### config.mk
export PLATFORM = sky130hd
export DESIGN_NAME = qed_dup_issue
export DESIGN_NICKNAME = d
export VERILOG_FILES = /design/src/rtl/qed_dup_issue.sv
export SDC_FILE = /design/constraint.sdc
export NUM_CORES = 1
export LEC_CHECK = 0
export ABC_AREA = 1
export BUFFER_PORTS_ARGS = -buffer_cell sky130_fd_sc_hd__buf_2
export CORE_ASPECT_RATIO = 0.9
export CORE_UTILIZATION = 25
export DETAILED_ROUTE_END_ITERATION = 8
export PLACE_DENSITY = 0.52
export SLEW_MARGIN = 20
export SYNTH_ARGS = -nofsm -noshare
export SYNTH_HDL_FRONTEND = slang
export SYNTH_SLANG_ARGS = --single-unit
### constraint.sdc
create_clock -name clk -period 3.44 [get_ports clk]
set_clock_uncertainty 0.2 [all_clocks]
set_input_delay 0.172 -clock clk [delete_from_list [all_inputs] [get_ports clk]]
set_output_delay 0.172 -clock clk [all_outputs]
set_load 0.01 [all_outputs]
### src/rtl/qed_dup_issue.sv
// qed_dup_issue
//   Sits between the vscale instruction memory and the decode stage and turns
//   the fetched stream into a QED test sequence.
//   - Originals use only x0..x15; they are forwarded and recorded in a buffer.
//   - On exec_dup, or when the buffer fills, the recorded instructions are replayed
//     with their register fields moved to x16..x31.
//   - The pipeline is then drained with NOPs, and a one-cycle chk_en strobe is
//     raised so the register-match checker can compare x1..x15 with x17..x31.
//
// Ports
//   clk, rst          clock; synchronous active-high reset
//   imem_rdata/vld    fetched instruction and its valid flag
//   imem_rdy          block accepts imem_rdata this cycle
//   exec_dup          request to start the duplicate phase (honoured only in ORIG)
//   pipe_rdy          decode consumes qed_instr this cycle
//   qed_instr/vld     instruction presented to decode
//   wait_till_commit  high while draining and checking
//   chk_en            one-cycle register-match strobe
//   num_orig_insts    originals buffered in the current sequence
//   num_dup_insts     duplicates issued in the current sequence
module qed_dup_issue #(
    parameter int DEPTH        = 8,
    parameter int DRAIN_CYCLES = 4,
    parameter int CW           = $clog2(DEPTH + 1)
) (
    input  logic          clk,
    input  logic          rst,
    input  logic [31:0]   imem_rdata,
    input  logic          imem_vld,
    output logic          imem_rdy,
    input  logic          exec_dup,
    input  logic          pipe_rdy,
    output logic [31:0]   qed_instr,
    output logic          qed_vld,
    output logic          wait_till_commit,
    output logic          chk_en,
    output logic [CW-1:0] num_orig_insts,
    output logic [CW-1:0] num_dup_insts
);

    localparam int          PW      = $clog2(DEPTH);
    localparam int          DW      = (DRAIN_CYCLES > 1) ? $clog2(DRAIN_CYCLES) : 1;
    localparam logic [31:0] NOP     = 32'h0000_0013;
    localparam logic [6:0]  OP_R    = 7'b0110011;
    localparam logic [6:0]  OP_IALU = 7'b0010011;
    localparam logic [6:0]  OP_LUI  = 7'b0110111;

    typedef enum logic [1:0] {ORIG, DUP, DRAIN, CHECK} state_t;

    state_t          state, state_nxt;
    logic [31:0]     buffer [DEPTH];
    logic [PW-1:0]   head, tail;
    logic [DW-1:0]   drain_cnt;
    logic [31:0]     orig_instr;
    logic            orig_legal;
    logic            buf_wr;
    logic            dup_take;
    logic            drain_take;

    // Register fields present for an opcode, as {rs2, rs1, rd}; zero means the
    // instruction is outside the supported classes and becomes a NOP.
    function automatic logic [2:0] reg_fields(input logic [6:0] opcode);
        case (opcode)
            OP_R:    return 3'b111;
            OP_IALU: return 3'b011;
            OP_LUI:  return 3'b001;
            default: return 3'b000;
        endcase
    endfunction

    // Original form: bit 4 of each register field cleared (x0..x15 only).
    function automatic logic [31:0] to_orig(input logic [31:0] instr);
        logic [2:0]  f;
        logic [31:0] r;
        f = reg_fields(instr[6:0]);
        r = instr;
        if (f == 3'b000) r = NOP;
        if (f[0]) r[11] = 1'b0;
        if (f[1]) r[19] = 1'b0;
        if (f[2]) r[24] = 1'b0;
        return r;
    endfunction

    // Duplicate form: bit 4 set on every nonzero register field so x0 stays x0.
    function automatic logic [31:0] to_dup(input logic [31:0] o);
        logic [2:0]  f;
        logic [31:0] r;
        f = reg_fields(o[6:0]);
        r = o;
        if (f[0] && (o[10:7]  != 4'd0)) r[11] = 1'b1;
        if (f[1] && (o[18:15] != 4'd0)) r[19] = 1'b1;
        if (f[2] && (o[23:20] != 4'd0)) r[24] = 1'b1;
        return r;
    endfunction

    assign orig_instr = to_orig(imem_rdata);
    assign orig_legal = (reg_fields(imem_rdata[6:0]) != 3'b000);

    // NOTE: every combinational output gets a default before the case so that
    // no path leaves a signal unassigned, which would infer a latch.
    always_comb begin
        state_nxt        = state;
        imem_rdy         = 1'b0;
        qed_vld          = 1'b0;
        qed_instr        = NOP;
        wait_till_commit = 1'b0;
        chk_en           = 1'b0;
        buf_wr           = 1'b0;
        dup_take         = 1'b0;
        drain_take       = 1'b0;
        if (!rst) begin
            case (state)
                ORIG: begin
                    imem_rdy  = pipe_rdy && (num_orig_insts < CW'(DEPTH));
                    qed_vld   = imem_vld && imem_rdy;
                    qed_instr = orig_instr;
                    buf_wr    = qed_vld && orig_legal;
                    // The transfer of this cycle counts toward both exits.
                    if (pipe_rdy) begin
                        if (buf_wr && (num_orig_insts == CW'(DEPTH - 1)))
                            state_nxt = DUP;
                        else if (exec_dup && (buf_wr || (num_orig_insts != '0)))
                            state_nxt = DUP;
                    end
                end
                DUP: begin
                    qed_vld   = 1'b1;
                    qed_instr = to_dup(buffer[head]);
                    dup_take  = pipe_rdy;
                    // Count-based "last entry" test; a full buffer has head == tail.
                    if (pipe_rdy && ((num_dup_insts + CW'(1)) == num_orig_insts))
                        state_nxt = DRAIN;
                end
                DRAIN: begin
                    qed_vld          = 1'b1;
                    wait_till_commit = 1'b1;
                    drain_take       = pipe_rdy;
                    if (pipe_rdy && (drain_cnt == '0))
                        state_nxt = CHECK;
                end
                CHECK: begin
                    chk_en           = 1'b1;
                    wait_till_commit = 1'b1;
                    state_nxt        = ORIG;
                end
                default: state_nxt = ORIG;
            endcase
        end
    end

    // NOTE: state uses non-blocking assignments so every register samples the
    // values from before this edge regardless of statement order.
    always_ff @(posedge clk) begin
        if (rst) begin
            state          <= ORIG;
            head           <= '0;
            tail           <= '0;
            num_orig_insts <= '0;
            num_dup_insts  <= '0;
            drain_cnt      <= '0;
            // NOTE: the buffer is cleared on reset so a replay can never expose
            // stale instructions from an abandoned sequence.
            for (int i = 0; i < DEPTH; i++) buffer[i] <= '0;
        end else begin
            state <= state_nxt;
            if (buf_wr) begin
                buffer[tail]   <= orig_instr;
                tail           <= tail + PW'(1);
                num_orig_insts <= num_orig_insts + CW'(1);
            end
            if (dup_take) begin
                head          <= head + PW'(1);
                num_dup_insts <= num_dup_insts + CW'(1);
            end
            if ((state == DUP) && (state_nxt == DRAIN))
                drain_cnt <= DW'(DRAIN_CYCLES - 1);
            else if (drain_take && (drain_cnt != '0))
                drain_cnt <= drain_cnt - DW'(1);
            if (state == CHECK) begin
                head           <= '0;
                tail           <= '0;
                num_orig_insts <= '0;
                num_dup_insts  <= '0;
            end
        end
    end

endmodule

* Word-level counts from Yosys, hierarchy flattened *
Memories as Yosys holds them, arrays and structs flattened. A register that Yosys moved wholly into a read port is not among the register bits.
Cells that the tools add are included.
W data, S select, Z words.

word-level totals
  register bits = 18
  RAM bits = 256
  input port bits = 37
  output and inout port bits = 44
  logic and storage cells = 98
  memories kept = 1

memory list
  memory  words  width  rd ports  clocked after Yosys merged registers in  wr ports  RTL line  RTL
  buffer  8      32     1         1                                        8         51        logic [31:0] buffer [DEPTH];

cells by class
  add/subtract/negate cells = 5
  magnitude comparators = 1
  equality and inequality tests = 12
  multiplexer cells = 46
  reductions and logical operators = 27

operator list
  operator               number
  $mux W32               3
  $pmux W32 S2           1
  $reduce_or A32 Y1      1
  $eq A7 B6 Y1 const B   4
  $mux W1                25
  $pmux W3 S3            2
  $mux W2                8
  $reduce_bool A4 Y1     4
  $mux W3                5
  $eq A7 B5 Y1 const B   2
  $logic_and A1 B1 Y1    12
  $add A4 B1 Y4 const B  2
  $pmux W2 S4            1
  $add A3 B1 Y3 const B  2
  $eq A2 B2 Y1 const B   3
  $reduce_or A2 Y1       3
  $eq A4 B3 Y1 const B   1
  $eq A4 B4 Y1           1
  $logic_not A2 Y1       2
  $lt A4 B4 Y1 const B   1
  $reduce_bool A2 Y1     2
  $logic_not A3 Y1       1
  $reduce_bool A3 Y1     1
  $eq A2 B1 Y1 const B   1
  other kinds (3)        3

* Logic depth before layout (Yosys ltp) *
Gate-level depths: netlist (run 1).

  depth in word-level cells = 14
  depth in mapped cells = 15
  mapped depth without buffers = 14

* Worst setup path after synthesis (run 1) *
No wires, ideal clock.

  path kind = flip-flop to flip-flop
  from = reg state[0]
  to = mem buffer[3][0] (enable)
  library setup time = 0.389 ns
  arrival time = 2.484 ns
  data required time = 2.851 ns
  setup slack = 0.366 ns
  stages on the path, launching flop included = 15
  buffers on the path = 2
  clock period less this slack = 3.074 ns
  cells stage by stage = dfxtp_1 -> inv_1 -> ha_1 -> inv_1 -> nor2_1 -> inv_1 -> nor2_4 -> inv_2 -> nor2_2 -> inv_2 -> buf_6 -> nor2_4 -> inv_2 -> buf_6 -> nand2_1

RTL lines
  element                   RTL line  RTL
  start: declaration        50        state_t state, state_nxt;
  start signal: assignment  165       state <= state_nxt;
  end: declaration          51

==> impl_metrics.toml, run 1 <==
[run_status]
status = "finished, violations left"
violations = "negative hold slack"

[floorplanning]
fp.dieW_um = 240
die-area_mm2 = 0.0520
coreArea_mm2 = 0.0505
placementRows = 78
start_util_pct = 25.3
io_pins = 81
die_h_um = 217

[drt]
routed_wl_um = 38400
vias = 9920
via_per_inst = 4.62
drc = 0
drt-initial-drc-count = 928
routedWlPerCell_um = 17.9
drt-pass1-iter-count = 6
ant_nets = 0

[clock_tree]
insertion_delay_ns = 0.55
numCtsBuffers = 28
ctsLongestPathBuffers = 3
cts_tree = "done"
root_buffer = "clkbuf_16"
path_clk_slew_ns = 0.06
h-tree-depth = 1
cts_sinks = 277

[timing]
period_share_pct = 92.4
rsz0062_at_grt = "no"
layout_setup_ws_ns = 0.262
hold_ws_ns = -0.000563
drv_slew = 0
period_minus_slack_ns = 3.18
setup_viol = 0
fmax_mhz = 315
relSlewSlack_pct = 53.7
fin_setup_tns_ns = 0
worstMarginPinSlew_ns = 0.693
hold_viol_final = 1

[pwr]
p_leak_nw = 5.64
power_density_mw_per_mm2 = 521
p_total_mw = 8.06
ir_worst_vdd_mv = 0.414

[yosys]
synth-seq-cells = 277
netlist_area_mm2 = 0.0128
yosys.area.top_type = "edfxtp_1"
synthCells = 1321
yosys-top-cells-count = "408 x nor2_1, 256 x edfxtp_1, 183 x nand2_1, 163 x o21ai_0, 50 x clkbuf_1"
post-synth-top-area-fraction_pct = 60.1
yosys_most_used_dff = "edfxtp_1"
synth_cell_types = 32
async_flop_share_pct = 0
syn_area_per_cell_um2 = 9.68
synth.most_common_cell = "nor2_1"
yosysWarningCount = 0
ys_seq_area_share_pct = 63.4
synth_area_leaders = "edfxtp_1 60%, nor2_1 12%, o21ai_0 6.4%, nand2_1 5.4%, dfxtp_1 3.3%"
synth_edf_count = 256

[place]
gp_congestion = 0.804
post_dp_cell_area_mm2 = 0.0142
dp_hpwl_um = 21500
portBuffers = 79
dpl.cell_count = 2066
pre_cts_slack_ns = 0.558

[critical_path]
crit_slowest_cell = "dlygate4sd3_1"
critPathLaunchType = "flop"
rr_worst_depth = 13
critPathKind = "flop to flop"
path_max_fanout = 24
cpMostUsedCell = "inv_2"
cp-end-kind = "flop"
crit_required_ns = 3.48
cp_cell_sequence = "inv_1, nand2_1, nor2_1, nand2_2, dlygate4sd3_1, nor2_4, inv_2, nor2_2, inv_2, nor2_4, inv_2, nand2_2, buf_12"
cp_top_family = "buffers and inverters"
worst-path-buf-inv = 6
cpPeakStageDelay_ns = 0.59
cp.arrival_ns = 3.22
cp_num_cells = 13

[grt]
grt_max_degree = 129
first_global_vias = 9664
grt-ovfl-total = 0
antenna_found_initial = 1
grt_pass1_wl_um = 57800
grt_usage_pct = 14.6

[final_layout]
final_cells = 2147
finish.instance_area_mm2 = 0.0155
layout-drive-gt1-share_pct = 14.5
final_net_count = 1491
post-route-util_pct = 30.7
syn_to_final_growth_pct = 21.0

[worst_hold_path]
worstHoldPathCells = 3
worst_hold_path_type = "input pin to flop"

[run]
cap_violations = 0
-- cell families after synthesis --
| family | share of synthesized area, % |
|---|---|
| simple gates | 20.9 |
| flops | 63.4 |
| compound gates | 9.96 |
| buf+inv | 4.47 |
| fa+ha+maj | 0.979 |
| xor+xnor | 0.137 |
| other cells | 0.0293 |
| mux | 0.0881 |
-- registers in the layout (all words and copies together) (netlist names), named ones only --
| name | cells |
|---|---|
| num_orig_insts | 4 |
| num_dup_insts | 4 |
| state | 2 |
| buffer | 256 |
| head | 3 |
| tail | 3 |
| drain_cnt | 2 |
-- area by class of cell --
cell class              instances  area (um2)
multi-input cells             936        4210
fillers                      5243       35000
well taps                     680         851
repair buffers                146        1090
clock inverters                21         258
clock buffers                  31         733
flip-flops and latches        277        8110
diodes                          1        2.50
inverters                      55         211
-- final timing paths --
kind                                                     start                           to  slack, ns
worst max-delay path            num_orig_insts[3]$_SDFFE_PP0P_   buffer[0][3]$_SDFFCE_PN0P_       0.26
worst min-delay path                            imem_rdata[28]  buffer[2][28]$_SDFFCE_PN0P_    -0.0006
worst max register to register  num_orig_insts[3]$_SDFFE_PP0P_   buffer[0][3]$_SDFFCE_PN0P_       0.26
worst min register to register            head[2]$_SDFFE_PP0P_         head[2]$_SDFFE_PP0P_       0.26
-- timing repair --
action	4_1_cts	5_1_grt
setup buffers	0	0
hold endpoints to repair	173	0
setup endpoints to repair	0	3
hold buffers	27	0
gates resized for setup	0	4
-- per-layer routing --
layer / share of wire, % / routed length [um] / GRT usage, %
met1: 45 / 17500 / 20.8
met5: 0 / 0 / 0
met4: 1.8 / 681 / 3.01
met3: 7.2 / 2780 / 2.05
met2: 45 / 17400 / 23.5
-- where the power goes --
group          internal [mW]  leakage (nW)  switching, mW  total [mW]
Combinational          0.271          2.35          0.622       0.893
Sequential              3.80          2.80         0.0497        3.85
Clock                   1.98         0.486           1.34        3.32
Total                   6.05          5.64           2.01        8.06
-- worst reg2reg max path: stages, from the launching register on --
cell and delay [ns]:
dfxtp_1 0.33, inv_1 0.14, nand2_1 0.09, nor2_1 0.16, nand2_2 0.08, dlygate4sd3_1 0.60
nor2_4 0.17, inv_2 0.10, nor2_2 0.10, inv_2 0.14, nor2_4 0.14, inv_2 0.05
nand2_2 0.30, buf_12 0.28
-- cell usage in the layout (no fill, tap or decap), types with 2 or more instances in the layout --
cell type	Yosys	routed
buf_4	0	31
nand2_1	183	175
clkinv_1	2	7
nor3_1	9	9
clkbuf_1	50	2
o31ai_1	3	3
o221ai_1	21	21
ha_1	10	10
clkinv_2	0	6
nor2_4	4	4
buf_12	0	7
conb_1	1	24
edfxtp_1	256	256
nor2_2	18	19
inv_4	0	2
nor2_1	408	407
dlygate4sd3_1	0	27
bufinv_16	0	6
dfxtp_1	21	19
nand3_1	34	34
nand4_1	7	7
xor2_1	2	2
clkbuf_16	0	30
o21ai_0	163	163
clkinv_4	0	2
a21oi_1	22	22
inv_1	42	41
o22ai_1	19	19
nand2_2	2	10
inv_2	11	11
buf_2	16	79
No activity file was read; power rests on OpenSTA's default activity.
==> run 2: changes to the inputs <==
--- a/config.mk
+++ b/config.mk
@@ -8,9 +8,9 @@
 export ABC_AREA = 1
 export BUFFER_PORTS_ARGS = -buffer_cell sky130_fd_sc_hd__buf_2
 export CORE_ASPECT_RATIO = 0.9
-export CORE_UTILIZATION = 25
+export CORE_UTILIZATION = 60
 export DETAILED_ROUTE_END_ITERATION = 8
-export PLACE_DENSITY = 0.52
+export PLACE_DENSITY = 0.91
 export SLEW_MARGIN = 20
 export SYNTH_ARGS = -nofsm -noshare
 export SYNTH_HDL_FRONTEND = slang
==> run 2 against run 1 <==
- count of clock-buffer cells in the layout increased by 10
- via count grew 6.0%
- combinational power is 2.7% lower
- non-clock buffer count fell by 7
- highest routed layer unchanged
- die area fell by 58%
- sequential share of layout area up 2.8 points
- the run now ends clean
- final cell count shrank 19%
- register-to-register slack gained 0.19 ns
==> impl_metrics.toml, run 2 (synthesis gave the netlist of run 1 again) <==
[place]
post_dp_cell_area_mm2 = 0.0136
dp_hpwl_um = 19500
dpl.cell_count = 1669
portBuffers = 79
gp_congestion = 0.861

[drt]
drt-initial-drc-count = 1259
ant_nets = 0
vias = 10500
routedWlPerCell_um = 19.8
drc = 0
dr_wl_met3_um = 4540
wl_met1_um = 11900
top_layer = "met4"
met2WireLength_um = 16600
via_per_inst = 6.05
drt-pass1-iter-count = 7
routed_wl_um = 34400

[pwr]
p_leak_nw = 5.52
p_total_mw = 7.50
power_density_mw_per_mm2 = 511
ir_worst_vdd_mv = 0.469

[run]
cap_violations = 0

[final_layout]
antenna_cells = 0
largestRegisters = "buffer (256), num_dup_insts (4), num_orig_insts (4)"
regMostFlops = "buffer"
layout_common_cells = "407 x nor2_1, 256 x edfxtp_1, 183 x nand2_1"
finish.instance_area_mm2 = 0.0147
final_common_cell = "nor2_1"
final_net_count = 1483
largest_reg_flops = 256
layout-drive-gt1-share_pct = 13.4
final_cells = 1740
syn_to_final_growth_pct = 14.9

[critical_path]
crit_slowest_cell = "dfxtp_4"
cpPeakStageDelay_ns = 0.39
cp.arrival_ns = 2.84
cp_top_family = "simple AND/OR/NAND/NOR gates"
cp_cell_sequence = "inv_4, buf_12, o21ai_0, nand2_1, nand2_1, nand2_1, nand2_1, nor2_1, nand2_1, nand2_1, nand2_1, a21oi_1, buf_2"
r2r_slack_ns = 0.45
rr_worst_depth = 13
crit_required_ns = 3.07
critPathKind = "flop to primary output"
path_max_fanout = 82
worst-path-buf-inv = 3
reg2reg_to = "buffer[2][18]$_SDFFCE_PN0P_"
critPathLaunchType = "flop"
timing.rr.start = "state[0]$_SDFF_PP0_"
cp-end-kind = "primary output"
cpMostUsedCell = "nand2_1"

[clock_tree]
cts_tree = "done"
ctsLongestPathBuffers = 3
h-tree-depth = 1
path_clk_slew_ns = 0.06
numCtsBuffers = 27
cts_sinks = 277
root_buffer = "clkbuf_16"
insertion_delay_ns = 0.54

[timing]
hold_ws_ns = 0.00998
relSlewSlack_pct = 57.0
drv_slew = 0
fmax_mhz = 311
fin_setup_tns_ns = 0
worstMarginPinSlew_ns = 0.641
period_minus_slack_ns = 3.21
hold_viol_final = 0
period_share_pct = 93.4
setup_viol = 0
rsz0062_at_grt = "no"

[floorplanning]
die-area_mm2 = 0.0219
fp.dieW_um = 156
start_util_pct = 61.4
placementRows = 50
io_pins = 81
die_h_um = 140
coreArea_mm2 = 0.0208

[grt]
antenna_found_initial = 0
grt_usage_pct = 31.8
first_global_vias = 10400
grt_pass1_wl_um = 52900
grt_max_degree = 129
grt-ovfl-total = 0

[worst_hold_path]
hp-start = "imem_rdata[7]"
holdPathEnd = "buffer[5][7]$_SDFFCE_PN0P_"
worstHoldPathCells = 3
worst_hold_path_type = "input pin to flop"

[run_status]
status = "complete, no violations"
run 2: cell count changes in the layout (fill, tap and decap cells not counted), sizes merged:
cell and change:
clkinv -9, inv -1, clkbuf +10, diode -1, bufinv -5, dlygate4sd3 -7
run 2: routing by layer:
metal	global-route usage, %	up-vias
li1	-	4708
met1	39.1	4871
met2	53.5	801
met3	7.02	140
met4	15.2	0
met5	0	-
run 2: final cells by class:
class	count	area [um2]
Clock buffer	41	758
Clock inverter	6	56.3
Fill cell	1379	6140
Inverter	55	209
Multi-Input combinational cell	936	4190
Sequential cell	277	8120
Tap cell	286	358
Timing Repair Buffer	139	1000
run 2: worst reg2reg max path: stages, from the launching register on:
cell and delay [ns]:
dfxtp_1 0.37, inv_1 0.12, ha_1 0.24, inv_1 0.15
nor2_1 0.15, inv_1 0.11, nor2_4 0.18, inv_2 0.10
nor2_2 0.10, inv_2 0.14, nor2_4 0.14, inv_2 0.05
nand2_1 0.33, buf_12 0.28
run 2: power breakdown:
group | total [mW] | internal [mW] | switching [mW]
Combinational | 0.869 | 0.265 | 0.604
Clock | 2.78 | 1.58 | 1.20
Sequential | 3.85 | 3.80 | 0.0539
Total | 7.50 | 5.65 | 1.86
run 2: metrics by stage:
| stage | worst slack, ns | util (%) |
|---|---|---|
| after global routing | 0.0852 | 70.5 |
| after detailed placement | 0.538 | 65.3 |
| after floorplan | 0.366 | - |
| after CTS | 0.146 | 70.2 |
| after global placement | 0.587 | 65.3 |
| final | 0.226 | 70.5 |
run 2: worst max path at each step:
stage                   startpoint                     endpoint  slack [ns]  cells after the start
6_report                      flop                qed_instr[11]        0.23                     13
4_1_cts                       flop                qed_instr[11]        0.15                     14
3_3_place_gp                  flop                qed_instr[11]        0.59                     14
3_5_place_dp   state[0]$_SDFF_PP0_  buffer[2][17]$_SDFFCE_PN0P_        0.54                     13
5_1_grt                       flop                qed_instr[24]        0.09                     13
2_1_floorplan  state[0]$_SDFF_PP0_   buffer[3][0]$_SDFFCE_PN0P_        0.37                     14
run 2: repair_timing:
action | in CTS | in global routing
resized for setup | 1 | 4
endpoints found under the hold margin | 125 | 0
buffers inserted | 0 | 3
hold buffers | 20 | 0
pin swaps | 0 | 0
setup endpoints to repair | 2 | 2
cloned | 0 | 1
==> run 3: changes to the inputs <==
--- a/config.mk
+++ b/config.mk
@@ -11,7 +11,6 @@
 export CORE_UTILIZATION = 60
 export DETAILED_ROUTE_END_ITERATION = 8
 export PLACE_DENSITY = 0.91
-export SLEW_MARGIN = 20
 export SYNTH_ARGS = -nofsm -noshare
 export SYNTH_HDL_FRONTEND = slang
 export SYNTH_SLANG_ARGS = --single-unit
==> constraint.sdc (replaced) <==
create_clock -name clk -period 3.3 [get_ports clk]
set_clock_uncertainty 0.2 [all_clocks]
set_input_delay 0.165 -clock clk [delete_from_list [all_inputs] [get_ports clk]]
set_output_delay 0.165 -clock clk [all_outputs]
set_load 0.01 [all_outputs]
==> run 3 against run 2 <==
- routed wire length increased by 8.7%
- register-to-register slack got worse by 0.23 ns
- via count increased by 2.4%
- power increased by 14%
- die area unchanged
- sequential share of layout area decreased by 1.2 points
- critical path depth increased by 1
- final area increased by 2.2%
==> impl_metrics.toml, run 3 (synthesis gave the netlist of run 1 again) <==
[critical_path]
cp_top_family = "simple AND/OR/NAND/NOR gates"
cp_cell_sequence = "buf_4, nor2_1, o21ai_0, nand2_1, nand2_1, nand2_1, nor2_1, nand2_1, nor2_1, nand2_1, nand2_1, nand2_1, nand2_1, buf_2"
critPathKind = "flop to primary output"
cpMostUsedCell = "nand2_1"
cpPeakStageDelay_ns = 0.45
critPathLaunchType = "flop"
cp.arrival_ns = 2.79
cp-end-kind = "primary output"
crit_required_ns = 2.93
crit_slowest_cell = "buf_4"
path_max_fanout = 46
worst-path-buf-inv = 2

[final_layout]
final_common_cell = "nor2_1"
regMostFlops = "buffer"
layout_common_cells = "407 x nor2_1, 256 x edfxtp_1, 183 x nand2_1"
largest_reg_flops = 256
syn_to_final_growth_pct = 17.4
final_net_count = 1492
fillCellCount = 1304
layout-drive-gt1-share_pct = 14.1
antenna_cells = 0
largestRegisters = "buffer (256), num_dup_insts (4), num_orig_insts (4)"

[clock_tree]
ctsLongestPathBuffers = 3
cts_sinks = 277
postCtsSetupBuffers = 0
numCtsBuffers = 28
path_clk_slew_ns = 0.06
root_buffer = "clkbuf_16"
insertion_delay_ns = 0.54
h-tree-depth = 1
cts_tree = "done"

[run]
cap_violations = 0

[place]
portBuffers = 79
gp_congestion = 0.849
pre_cts_slack_ns = 0.414
dp_hpwl_um = 19200

[floorplanning]
coreArea_mm2 = 0.0208
die_h_um = 140
start_util_pct = 61.4
die-area_mm2 = 0.0219
fp.dieW_um = 156
placementRows = 50
io_pins = 81

[pwr]
p_leak_nw = 5.66
power_density_mw_per_mm2 = 571
ir_worst_vdd_mv = 0.583

[drt]
drt-pass1-iter-count = 6
vias = 10800
ant_nets = 0
drc = 0
routed_wl_um = 37400
routedWlPerCell_um = 21.3
drt-initial-drc-count = 1597
via_per_inst = 6.15

[grt]
grt_usage_pct = 33.1
antenna_found_initial = 0
grt_max_degree = 129
grt_pass1_wl_um = 54900
first_global_vias = 10700
grt-ovfl-total = 0

[timing]
fin_setup_tns_ns = 0
hold_viol_final = 0
period_minus_slack_ns = 3.15
period_share_pct = 95.6
setup_viol = 0
fmax_mhz = 317
layout_setup_ws_ns = 0.146
relSlewSlack_pct = 64.1
drv_slew = 0
worstMarginPinSlew_ns = 0.538
hold_ws_ns = 0.0279
rsz0062_at_grt = "no"

[worst_hold_path]
worst_hold_path_type = "input pin to flop"

[run_status]
status = "complete, no violations"
## run 3: cell types whose count changed in the layout (fill, tap and decap cells not counted), moves of 4 or more
cell,previous run,this run
dlygate4sd3_1,20,27
buf_12,5,1
clkbuf_1,11,0
clkbuf_16,28,32
clkinv_1,3,9
bufinv_16,1,8
## run 3: final cells by class
| cell class | instances | area (um2) | area share [%] |
|---|---|---|---|
| flip-flops and latches | 277 | 8110 | 54.0 |
| multi-input cells | 936 | 4200 | 28.0 |
| repair buffers | 147 | 1080 | 7.19 |
| clock buffers | 29 | 726 | 4.83 |
| well taps | 286 | 358 | 2.38 |
| clock inverters | 23 | 328 | 2.18 |
| inverters | 55 | 211 | 1.41 |
## run 3: per-layer routing
metal	vias to the layer above	global-route usage (%)	part of all wire, %
li1	4726	-	-
met1	4958	40.2	32
met2	904	56.6	49
met3	189	6.16	14
met4	0	16.9	5.1
met5	-	0	0
## run 3: report_power, final
| part | switching, mW | internal (mW) |
|---|---|---|
| Combinational | 0.656 | 0.286 |
| Sequential | 0.0606 | 3.96 |
| Clock | 1.38 | 2.22 |
## run 3: worst paths after layout
path | from | endpoint | slack (ns) | cells past startpoint
worst max-delay path | flop | qed_instr[24] | 0.15 | 14
worst min-delay path | imem_rdata[9] | buffer[0][9]$_SDFFCE_PN0P_ | 0.03 | 3
worst max register to register | state[1]$_SDFF_PP0_ | buffer[7][14]$_SDFFCE_PN0P_ | 0.22 | 13
worst min register to register | head[2]$_SDFFE_PP0P_ | head[2]$_SDFFE_PP0P_ | 0.28 | 2
## run 3: repair_timing
action	4_1_cts	5_1_grt
hold buffers	27	0
hold endpoints to repair	159	0
setup endpoints to repair	0	3
gates resized for setup	0	5
## run 3: through the flow
| step | total power, mW | instance area, um2 | instances | util, % |
|---|---|---|---|---|
| floorplan | 4.61 | 12900 | 1344 | - |
| finish | 8.57 | 15000 | 1753 | 72.1 |
| CTS | 8.47 | 14900 | 1750 | 71.6 |
| global route | 8.76 | 15000 | 1753 | 72.1 |
| global placement | 4.87 | 13600 | 1671 | 65.2 |
| detailed placement | 4.91 | 13600 | 1671 | 65.2 |
## run 3: worst register-to-register path: stages (launching register included)
cell     delay, ns
dfxtp_1       0.37
inv_1         0.13
ha_1          0.25
inv_1         0.17
nor2_1        0.19
inv_1         0.12
nor2_4        0.19
inv_2         0.11
nor2_2        0.11
inv_2         0.15
nor2_2        0.21
inv_2         0.07
nand2_1       0.22
buf_12        0.27
